[config.mk]
export PLATFORM = sky130hd
export DESIGN_NAME = ppi_bus_ctrl_flat
export DESIGN_NICKNAME = d
export VERILOG_FILES = /design/src/rtl/ppi_bus_ctrl_if.sv /design/src/rtl/ppi_bus_ctrl.sv /design/src/flat_wrapper.sv
export SDC_FILE = /design/constraint.sdc
export NUM_CORES = 1
export LEC_CHECK = 0
export CAP_MARGIN = 5
export CORE_AREA = 2 2 75 77
export CTS_BUF_LIST = sky130_fd_sc_hd__clkbuf_2 sky130_fd_sc_hd__clkbuf_4 sky130_fd_sc_hd__clkbuf_8
export DETAILED_ROUTE_END_ITERATION = 6
export DIE_AREA = 0 0 77 79
export PLACE_DENSITY = 0.9
export SLEW_MARGIN = 15
export SYNTH_ARGS = -nofsm -noshare
export SYNTH_HDL_FRONTEND = slang
export SYNTH_SLANG_ARGS = --single-unit
[constraint.sdc]
create_clock -name clk -period 1.9 [get_ports clk]
set_clock_uncertainty 0.05 [all_clocks]
set_input_delay 0.285 -clock clk [delete_from_list [all_inputs] [get_ports clk]]
set_output_delay 0.285 -clock clk [all_outputs]
set_load 0.005 [all_outputs]
[src/rtl/ppi_bus_ctrl_if.sv]
// Host-side bus of the PPI bus control stage.
// Strobe protocol: the host asserts cs_n and exactly one of rd_n / wr_n
// (all active-low, asynchronous to clk). a and d_in must be stable while
// the strobe is low. d_out is meaningful only while d_oe is high.
interface ppi_bus_ctrl_if;
   logic       cs_n;
   logic       rd_n;
   logic       wr_n;
   logic [1:0] a;
   logic [7:0] d_in;
   logic [7:0] d_out;
   logic       d_oe;

   modport master (
      output cs_n, rd_n, wr_n, a, d_in,
      input  d_out, d_oe
   );

   modport slave (
      input  cs_n, rd_n, wr_n, a, d_in,
      output d_out, d_oe
   );
endinterface

[src/rtl/ppi_bus_ctrl.sv]
// ppi_bus_ctrl: PPI host bus interface and read/write control.
// Synchronises the host strobes, decodes A1:A0, issues one-cycle write
// pulses to port A / port B / control word register and owns the port C
// latch (including bit set/reset updates).
// Optional feature macro: PPI_BUS_RDBACK_EN -- when defined, a read of
// address 11 returns the current control word instead of 8'hFF.
module ppi_bus_ctrl (
   input  logic                 clk,
   input  logic                 rst_n,
   ppi_bus_ctrl_if.slave        host,
   input  logic [7:0]           pa_in,
   input  logic [7:0]           pb_in,
   input  logic [7:0]           pc_in,
   output logic                 pa_wr,
   output logic                 pb_wr,
   output logic [7:0]           port_wdata,
   output logic                 cw_en,
   output logic [7:0]           cw_data,
   output logic [7:0]           pc_latch,
   output logic [1:0]           state_dbg
);

   localparam logic [1:0] ST_INIT = 2'd0;
   localparam logic [1:0] ST_IDLE = 2'd1;
   localparam logic [1:0] ST_WR   = 2'd2;
   localparam logic [1:0] ST_RD   = 2'd3;

   localparam logic [7:0] CW_DEFAULT = 8'h9B;

   // {cs_n, rd_n, wr_n} synchroniser stages
   logic [2:0] sync1_q, sync2_q;
   logic       s_cs_n, s_rd_n, s_wr_n;

   logic [1:0] state_q, state_d;
   logic [1:0] a_q, a_d;
   logic [7:0] dat_q, dat_d;
   logic       pa_wr_q, pa_wr_d;
   logic       pb_wr_q, pb_wr_d;
   logic       cw_en_q, cw_en_d;
   logic [7:0] port_wdata_q, port_wdata_d;
   logic [7:0] cw_data_q, cw_data_d;
   logic [7:0] pc_latch_q, pc_latch_d;
   logic       d_oe_q, d_oe_d;
   logic [7:0] d_out_q, d_out_d;
   logic [7:0] rd_data;

   assign s_cs_n = sync2_q[2];
   assign s_rd_n = sync2_q[1];
   assign s_wr_n = sync2_q[0];

   // Two-flop synchroniser; strobes idle high so reset to all ones
   always_ff @(posedge clk or negedge rst_n) begin
      if (!rst_n) begin
         sync1_q <= 3'b111;
         sync2_q <= 3'b111;
      end else begin
         sync1_q <= {host.cs_n, host.rd_n, host.wr_n};
         sync2_q <= sync1_q;
      end
   end

   // Read source select; the live address is used so d_out is valid on RD entry
   always_comb begin
      rd_data = 8'h00;
      case (host.a)
         2'b00:   rd_data = pa_in;
         2'b01:   rd_data = pb_in;
         2'b10:   rd_data = pc_in;
`ifdef PPI_BUS_RDBACK_EN
         default: rd_data = cw_data_q;
`else
         default: rd_data = 8'hFF;
`endif
      endcase
   end

   // FSM next state, write commit decode and read data path
   always_comb begin
      state_d      = state_q;
      a_d          = a_q;
      dat_d        = dat_q;
      pa_wr_d      = 1'b0;
      pb_wr_d      = 1'b0;
      cw_en_d      = 1'b0;
      port_wdata_d = port_wdata_q;
      cw_data_d    = cw_data_q;
      pc_latch_d   = pc_latch_q;
      d_oe_d       = 1'b0;
      d_out_d      = d_out_q;

      case (state_q)
         ST_INIT: begin
            // Load the default control word once after reset
            cw_en_d   = 1'b1;
            cw_data_d = CW_DEFAULT;
            state_d   = ST_IDLE;
         end
         ST_IDLE: begin
            // Both strobes low together is illegal and ignored
            if (!s_cs_n && !s_wr_n && s_rd_n) begin
               state_d = ST_WR;
            end else if (!s_cs_n && !s_rd_n && s_wr_n) begin
               state_d = ST_RD;
               d_oe_d  = 1'b1;
               d_out_d = rd_data;
            end
         end
         ST_WR: begin
            if (s_wr_n) begin
               // Strobe released: commit the last captured a/d_in.
               // cs_n deliberately does not gate the commit.
               state_d = ST_IDLE;
               case (a_q)
                  2'b00: begin
                     pa_wr_d      = 1'b1;
                     port_wdata_d = dat_q;
                  end
                  2'b01: begin
                     pb_wr_d      = 1'b1;
                     port_wdata_d = dat_q;
                  end
                  2'b10: begin
                     pc_latch_d = dat_q;
                  end
                  default: begin
                     cw_en_d   = 1'b1;
                     cw_data_d = dat_q;
                     if (dat_q[7]) begin
                        pc_latch_d = 8'h00;
                     end else begin
                        pc_latch_d[dat_q[3:1]] = dat_q[0];
                     end
                  end
               endcase
            end else begin
               a_d   = host.a;
               dat_d = host.d_in;
            end
         end
         default: begin
            // ST_RD: wr_n is ignored here until the read ends
            a_d   = host.a;
            dat_d = host.d_in;
            if (s_rd_n || s_cs_n) begin
               state_d = ST_IDLE;
            end else begin
               d_oe_d  = 1'b1;
               d_out_d = rd_data;
            end
         end
      endcase
   end

   // State and output registers
   always_ff @(posedge clk or negedge rst_n) begin
      if (!rst_n) begin
         state_q      <= ST_INIT;
         a_q          <= 2'b00;
         dat_q        <= 8'h00;
         pa_wr_q      <= 1'b0;
         pb_wr_q      <= 1'b0;
         cw_en_q      <= 1'b0;
         port_wdata_q <= 8'h00;
         cw_data_q    <= CW_DEFAULT;
         pc_latch_q   <= 8'h00;
         d_oe_q       <= 1'b0;
         d_out_q      <= 8'h00;
      end else begin
         state_q      <= state_d;
         a_q          <= a_d;
         dat_q        <= dat_d;
         pa_wr_q      <= pa_wr_d;
         pb_wr_q      <= pb_wr_d;
         cw_en_q      <= cw_en_d;
         port_wdata_q <= port_wdata_d;
         cw_data_q    <= cw_data_d;
         pc_latch_q   <= pc_latch_d;
         d_oe_q       <= d_oe_d;
         d_out_q      <= d_out_d;
      end
   end

   assign host.d_out = d_out_q;
   assign host.d_oe  = d_oe_q;
   assign pa_wr      = pa_wr_q;
   assign pb_wr      = pb_wr_q;
   assign port_wdata = port_wdata_q;
   assign cw_en      = cw_en_q;
   assign cw_data    = cw_data_q;
   assign pc_latch   = pc_latch_q;
   assign state_dbg  = state_q;

endmodule

[src/flat_wrapper.sv]
// flat-port wrapper written by rule: the top's interface ports become plain ports
module ppi_bus_ctrl_flat 
  (clk, rst_n, pa_in, pb_in, pc_in, pa_wr, pb_wr, port_wdata, cw_en, cw_data, pc_latch, state_dbg, host_cs_n, host_rd_n, host_wr_n, host_a, host_d_in, host_d_out, host_d_oe);
  ppi_bus_ctrl_if host_i ();
  input  logic clk;
  input  logic rst_n;
  input  logic [7:0] pa_in;
  input  logic [7:0] pb_in;
  input  logic [7:0] pc_in;
  output logic pa_wr;
  output logic pb_wr;
  output logic [7:0] port_wdata;
  output logic cw_en;
  output logic [7:0] cw_data;
  output logic [7:0] pc_latch;
  output logic [1:0] state_dbg;
  input wire logic [$bits(host_i.cs_n)-1:0] host_cs_n;
  input wire logic [$bits(host_i.rd_n)-1:0] host_rd_n;
  input wire logic [$bits(host_i.wr_n)-1:0] host_wr_n;
  input wire logic [$bits(host_i.a)-1:0] host_a;
  input wire logic [$bits(host_i.d_in)-1:0] host_d_in;
  output wire logic [$bits(host_i.d_out)-1:0] host_d_out;
  output wire logic [$bits(host_i.d_oe)-1:0] host_d_oe;
  assign host_i.cs_n = host_cs_n;
  assign host_i.rd_n = host_rd_n;
  assign host_i.wr_n = host_wr_n;
  assign host_i.a = host_a;
  assign host_i.d_in = host_d_in;
  assign host_d_out = host_i.d_out;
  assign host_d_oe = host_i.d_oe;
  ppi_bus_ctrl u_core (.clk(clk), .rst_n(rst_n), .host(host_i), .pa_in(pa_in), .pb_in(pb_in), .pc_in(pc_in), .pa_wr(pa_wr), .pb_wr(pb_wr), .port_wdata(port_wdata), .cw_en(cw_en), .cw_data(cw_data), .pc_latch(pc_latch), .state_dbg(state_dbg));
endmodule
# Word level (Yosys, flattened, before mapping)
# Cells that the tools add are included.
classes:
  muxes: 35
  magnitude_cmp: 2
  n_div: 0
  bitwise_logic: 3
  n_eq_ne: 13
  shift: 0
  add_sub_neg: 0
  mul: 0
  n_reduce_logical: 24
op_table:
  columns: ["op", "n"]
  rows:
  - ["$pmux 8 s2", 4]
  - ["$mux 8", 7]
  - ["$pmux 8 s3", 1]
  - ["$mux 1", 12]
  - ["$reduce_and 3->1", 4]
  - ["$mux 2", 5]
  - ["$bwmux 8", 1]
  - ["$ne 2x2->1 const B", 4]
  - ["$eq 2x1->1 const B", 3]
  - ["$eq 2x2->1 const B", 3]
  - ["$logic_not 2->1", 3]
  - ["$pmux 2 s3", 1]
  - ["$reduce_or 2->1", 3]
  - ["$logic_and 1x1->1", 5]
  - ["$lt 3x4->1 const B", 1]
  - ["$ne 2x1->1 const B", 2]
  - ["$pmux 1 s2", 2]
  - ["$pmux 2 s2", 1]
  - ["$reduce_and 4->1", 1]
  - ["$reduce_bool 4->1", 1]
  - ["$demux 1 s3", 1]
  - ["$ge 3x1->1 const B", 1]
  - ["$logic_not 1->1", 3]
  - ["$ne 3x1->1 const B", 1]
  - ["other kinds (5)", 7]
word_totals:
  wordCells: 90
  latch_bits: 0
  mem_bits_rw: 0
  output_inout_bits: 38
  memories: 0
  reg_bits: 54
  romBits: 0

# Longest topological paths before layout
logic_depth:
  ltp_word: 7
  depth_mapped: 5
  depth_no_buf: 4

# Worst setup path before layout
# OpenSTA, ideal clock, no wires.
synth_timing:
  path_type: "reg-to-reg"
  startpoint: "register u_core.sync2_q[0]"
  endpoint: "register u_core.port_wdata_q[0] (netlist: u_core.port_wdata[0])"
  slack_ns: 0.292
  path_buffers: 0
  arrival_time_ns: 1.433
  period_less_slack_ns: 1.608
  setup_ns: 0.125
  path_stages_with_launch: 4
  required_ns: 1.725
  cell_sequence: "dfstp_2 inv_2 nor4b_4 mux2_2"
synth_between:
  elab_chain_cells: 1
synth_rtl:
  columns: ["element", "line_no", "rtl"]
  rows:
  - ["start, declared", "ppi_bus_ctrl.sv:31", "logic [2:0] sync1_q, sync2_q;"]
  - ["start signal, assigned", "ppi_bus_ctrl.sv:58", "sync2_q <= sync1_q;"]
  - ["$reduce_and 3->1 (no source line)", null, null]
  - ["end signal, assigned", "ppi_bus_ctrl.sv:175", "port_wdata_q <= port_wdata_d;"]
  - ["end, declared", "ppi_bus_ctrl.sv:40", "logic [7:0] port_wdata_q, port_wdata_d;"]
# Every way passes these cells.
# A chain may end at the register's enable or synchronous reset.

# Final worst setup path
layout_timing:
  startpoint: "register u_core.state_q[0] (netlist: u_core.state_dbg[0])"
  endpoint: "output port state_dbg[0]"
layout_lines:
  columns: ["element", "line_no", "rtl"]
  rows:
  - ["start, declared", "ppi_bus_ctrl.sv:34", "logic [1:0] state_q, state_d;"]
  - ["start signal, assigned", "ppi_bus_ctrl.sv:169", "state_q <= state_d;"]
  - ["end, declared", "flat_wrapper.sv:16", "output logic [1:0] state_dbg;"]
# No word-level cell between the ends.

==> run_results.csv <==
group,metric,value,unit
worst_hold_path,hold-path-endpoint,"u_core.sync2_q[1]",
die,num_rows,27,
layout,antenna-diode-count,0,
sta,max_freq,568.1,MHz
sta,period_needed,1.760,ns
worst_setup_path,critical_path_buffer_and_inverter_count,1,
worst_hold_path,min_from,"u_core.sync1_q[1]",
flow_run,cap_violations,0,
synthesis,syn_avg_cell_area,12.82,um^2
worst_setup_path,cp_slowest_cell,"clkdlybuf4s50_1",
synthesis,synthDominantCellAreaShare,44.40,%
power_and_ir_drop,power.static_leakage,1.413,nW
worst_setup_path,crit_path_end_kind,"primary output",
routing,drc,0,
die,design.core.area,0.005338,mm^2
placed_design,dp_cells,334,
worst_setup_path,setup.reg_to_reg.worst_slack,0.17,ns
grt,grt_remaining_overflow,0,
sta,timing.final.max_slew_violations,0,
placed_design,placement.setup.worst_slack,0.1660,ns
placed_design,place_hpwl,4066,um
worst_setup_path,reg2reg_from,"u_core.state_dbg[0]",
synthesis,postSynthRegisterBits,54,
placed_design,placed_cell_area,0.003304,mm^2
grt,first_pass_grt_wire_length,9508,um
routing,drt_iter0_drc,108,
worst_setup_path,cp.arrival,1.43,ns
routing,route.detailed.vias_per_inst,5.440,
layout,nNetsFinal,309,
worst_hold_path,hold_path_depth,0,
layout,layout.cells.non_filler,343,
sta,max-slew-margin-rel,49.87,%
synthesis,synth_enable_flop_cells,0,
die,die_w,77,um
synthesis,ys_async_sr_fraction,100.0,%
worst_setup_path,startpoint_type_of_the_worst_setup_path,"register",
die,io_pins,77,
synthesis,synth_top_flop_cell,"dfrtp_1",
clocking,tritoncts_clock_tree,"built",
placed_design,gp_congestion,0.8149,
die,floorplan.initialDensity,45.41,%
sta,unrepaired_setup_endpoints_after_global_routing,"no",
synthesis,yosysWarnings,0,
sta,setup-tns-final,0,ns
worst_hold_path,hp-class,"register to register",
clocking,clockBufferDepth,2,
synthesis,seq_area_frac_synth,56.32,%
clocking,cts_num_sinks,54,
die,die_height,79,um
routing,routed-via-count,1866,
worst_setup_path,worstPathCellList,"clkdlybuf4s50_1",
outcome,status,"finished, final reports clean",
worst_setup_path,path_delay_family,"buffers and inverters",
worst_setup_path,critPathKind,"register to primary output",
worst_setup_path,cp_data_required_time,1.56,ns
grt,grt_pass1_vias,1913,
layout,post-route-cell-area,0.003431,mm^2
routing,avgRoutedWirePerCell,16.22,um
synthesis,synth_area_leader_cell,"dfrtp_1",
clocking,clk_latency,0.30,ns
synthesis,top_area_cells_in_the_synthesized_netlist,"dfrtp_1, mux2_2, dfstp_2, mux2i_1, o21ai_0",
layout,commonest_non_fill_non_tap_cell_in_the_layout,"clkdlybuf4s50_1",
sta,final_critical_path_setup_slack,0.1397,ns
sta,finalHoldViolCount,0,
grt,grt_antenna_before_repair,0,
routing,detail_route.wirelength,5562,um
sta,timing.final.setup_violations,0,
synthesis,syn-num-nets,228,
worst_setup_path,timing.rr.end,"u_core.host.d_out[7]",
grt,grt_start_max_net_pins,34,
sta,tightest_slew,0.7504,ns
layout,regArea,0.001365,mm^2
routing,drtAntennaViolNets,0,
worst_setup_path,slowest_delay,0.58,ns
sta,final.period_utilization,92.65,%
clocking,h-tree-depth,2,
worst_setup_path,cell_depth_of_the_worst_flop_to_flop_path,3,
die,die_area,0.006083,mm^2
grt,gr-usage-all-layers,19.64,%
clocking,cell_at_the_root_of_the_clock_tree,"clkbuf_8",
layout,layout.cells.most_common_list,"clkdlybuf4s50_1, dfrtp_1, mux2_2",
synthesis,synthCells,189,
power_and_ir_drop,pwr_density_cell,959.6,mW/mm^2
clocking,cts-buffers-inserted,5,
placed_design,buffer_ports.inserted,76,
worst_setup_path,critical_path_peak_fanout,9,
layout,multiInputGateArea,993.5,um^2
power_and_ir_drop,irDropWorstVdd,550.1,uV
power_and_ir_drop,post-layout-total-power,3.292,mW
synthesis,post_synth_instance_area,0.002424,mm^2
routing,drt-pass1-iter-count,4,
layout,final.fill_count,437,
layout,post_route_cells_drive_above_1_share,22.14,%
layout,area_delta_synth_final,41.56,%
synthesis,yosys.cell_types.count,40,
clocking,clk_pin_slew_worst_paths,0.09,ns
==> cells in the mapped netlist (2+ instances only) <==
cell type	instances
a22o_1	3
inv_1	3
nor2b_1	6
clkbuf_1	4
a21o_1	2
a21oi_1	5
nor3_1	5
a221o_1	5
nand2b_1	4
mux2_2	26
or3b_2	2
dfstp_2	11
dfrtp_1	43
buf_2	7
nand3_1	2
a31oi_1	2
mux2i_1	9
o22a_1	9
o21ai_0	18
nand3b_1	3
==> where the power goes <==
part / total (mW) / internal [mW] / switching, mW
logic: 0.923 / 0.594 / 0.328
registers: 1.58 / 1.37 / 0.209
clock network: 0.785 / 0.400 / 0.386
total: 3.29 / 2.37 / 0.923
==> per-layer routing <==
layer  vias up  GRT usage (%)  share of wire, %
met5         -              0                 0
met4         0          6.786               2.1
met3         8          4.091               4.9
met2        55          33.33                50
met1       927          25.21                43
li1        876              -                 -
==> timing repair <==
action / CTS / global route
hold endpoints to repair: 11 / 0
resized for setup: 0 / 0
buffers inserted: 0 / 0
hold buffers: 1 / 0
==> through the flow <==
stage                     hold slack (ns)  utilization [%]
after floorplan                  -0.06059                -
after global placement             0.2232            61.91
after detailed placement           0.2356            61.91
after CTS                          0.3096            64.28
after global routing               0.3096            64.28
final                              0.3094            64.28
==> sequential cells by signal (all words and copies together), names as in the netlist <==
register and flops:
u_core.pc_latch 8, u_core.host.d_out 8, u_core.pb_wr 1, u_core.pa_wr 1, u_core.host.d_oe 1, u_core.port_wdata 8
u_core.sync1_q 3, u_core.a_q 2, u_core.dat_q 8, u_core.cw_en 1, u_core.sync2_q 3, u_core.state_dbg 2
u_core.cw_data 8
==> worst max path at each step <==
stage | end | depth (start not counted) | start | slack [ns]
6_report | state_dbg[0] | 1 | u_core.state_dbg[0] | 0.14
5_1_grt | u_core.host.d_out[1] | 3 | u_core.state_dbg[0] | 0.07
4_1_cts | state_dbg[0] | 1 | u_core.state_dbg[0] | 0.13
3_5_place_dp | u_core.host.d_out[7] | 3 | u_core.state_dbg[0] | 0.17
3_3_place_gp | u_core.host.d_out[0] | 3 | u_core.state_dbg[0] | 0.21
2_1_floorplan | u_core.port_wdata[0] | 3 | u_core.sync2_q[0] | 0.29
==> cell families after synthesis <==
| logic type | Yosys count | share of synthesized area, % |
|---|---|---|
| flip-flops | 54 | 56.32 |
| AO/OA/AOI/OAI | 53 | 15.49 |
| multiplexers | 35 | 15.80 |
| AND/OR/NAND/NOR | 32 | 9.706 |
| buffers and inverters | 15 | 2.684 |
==> final cells by class <==
type / instances / share of cell area (%)
Clock inverter: 3 / 1.386
Sequential cell: 54 / 39.79
Timing Repair Buffer: 85 / 24.80
Tap cell: 72 / 2.626
Clock buffer: 5 / 2.006
Inverter: 4 / 0.4376
Multi-Input combinational cell: 120 / 28.96
No activity file was read; power rests on OpenSTA's default activity.
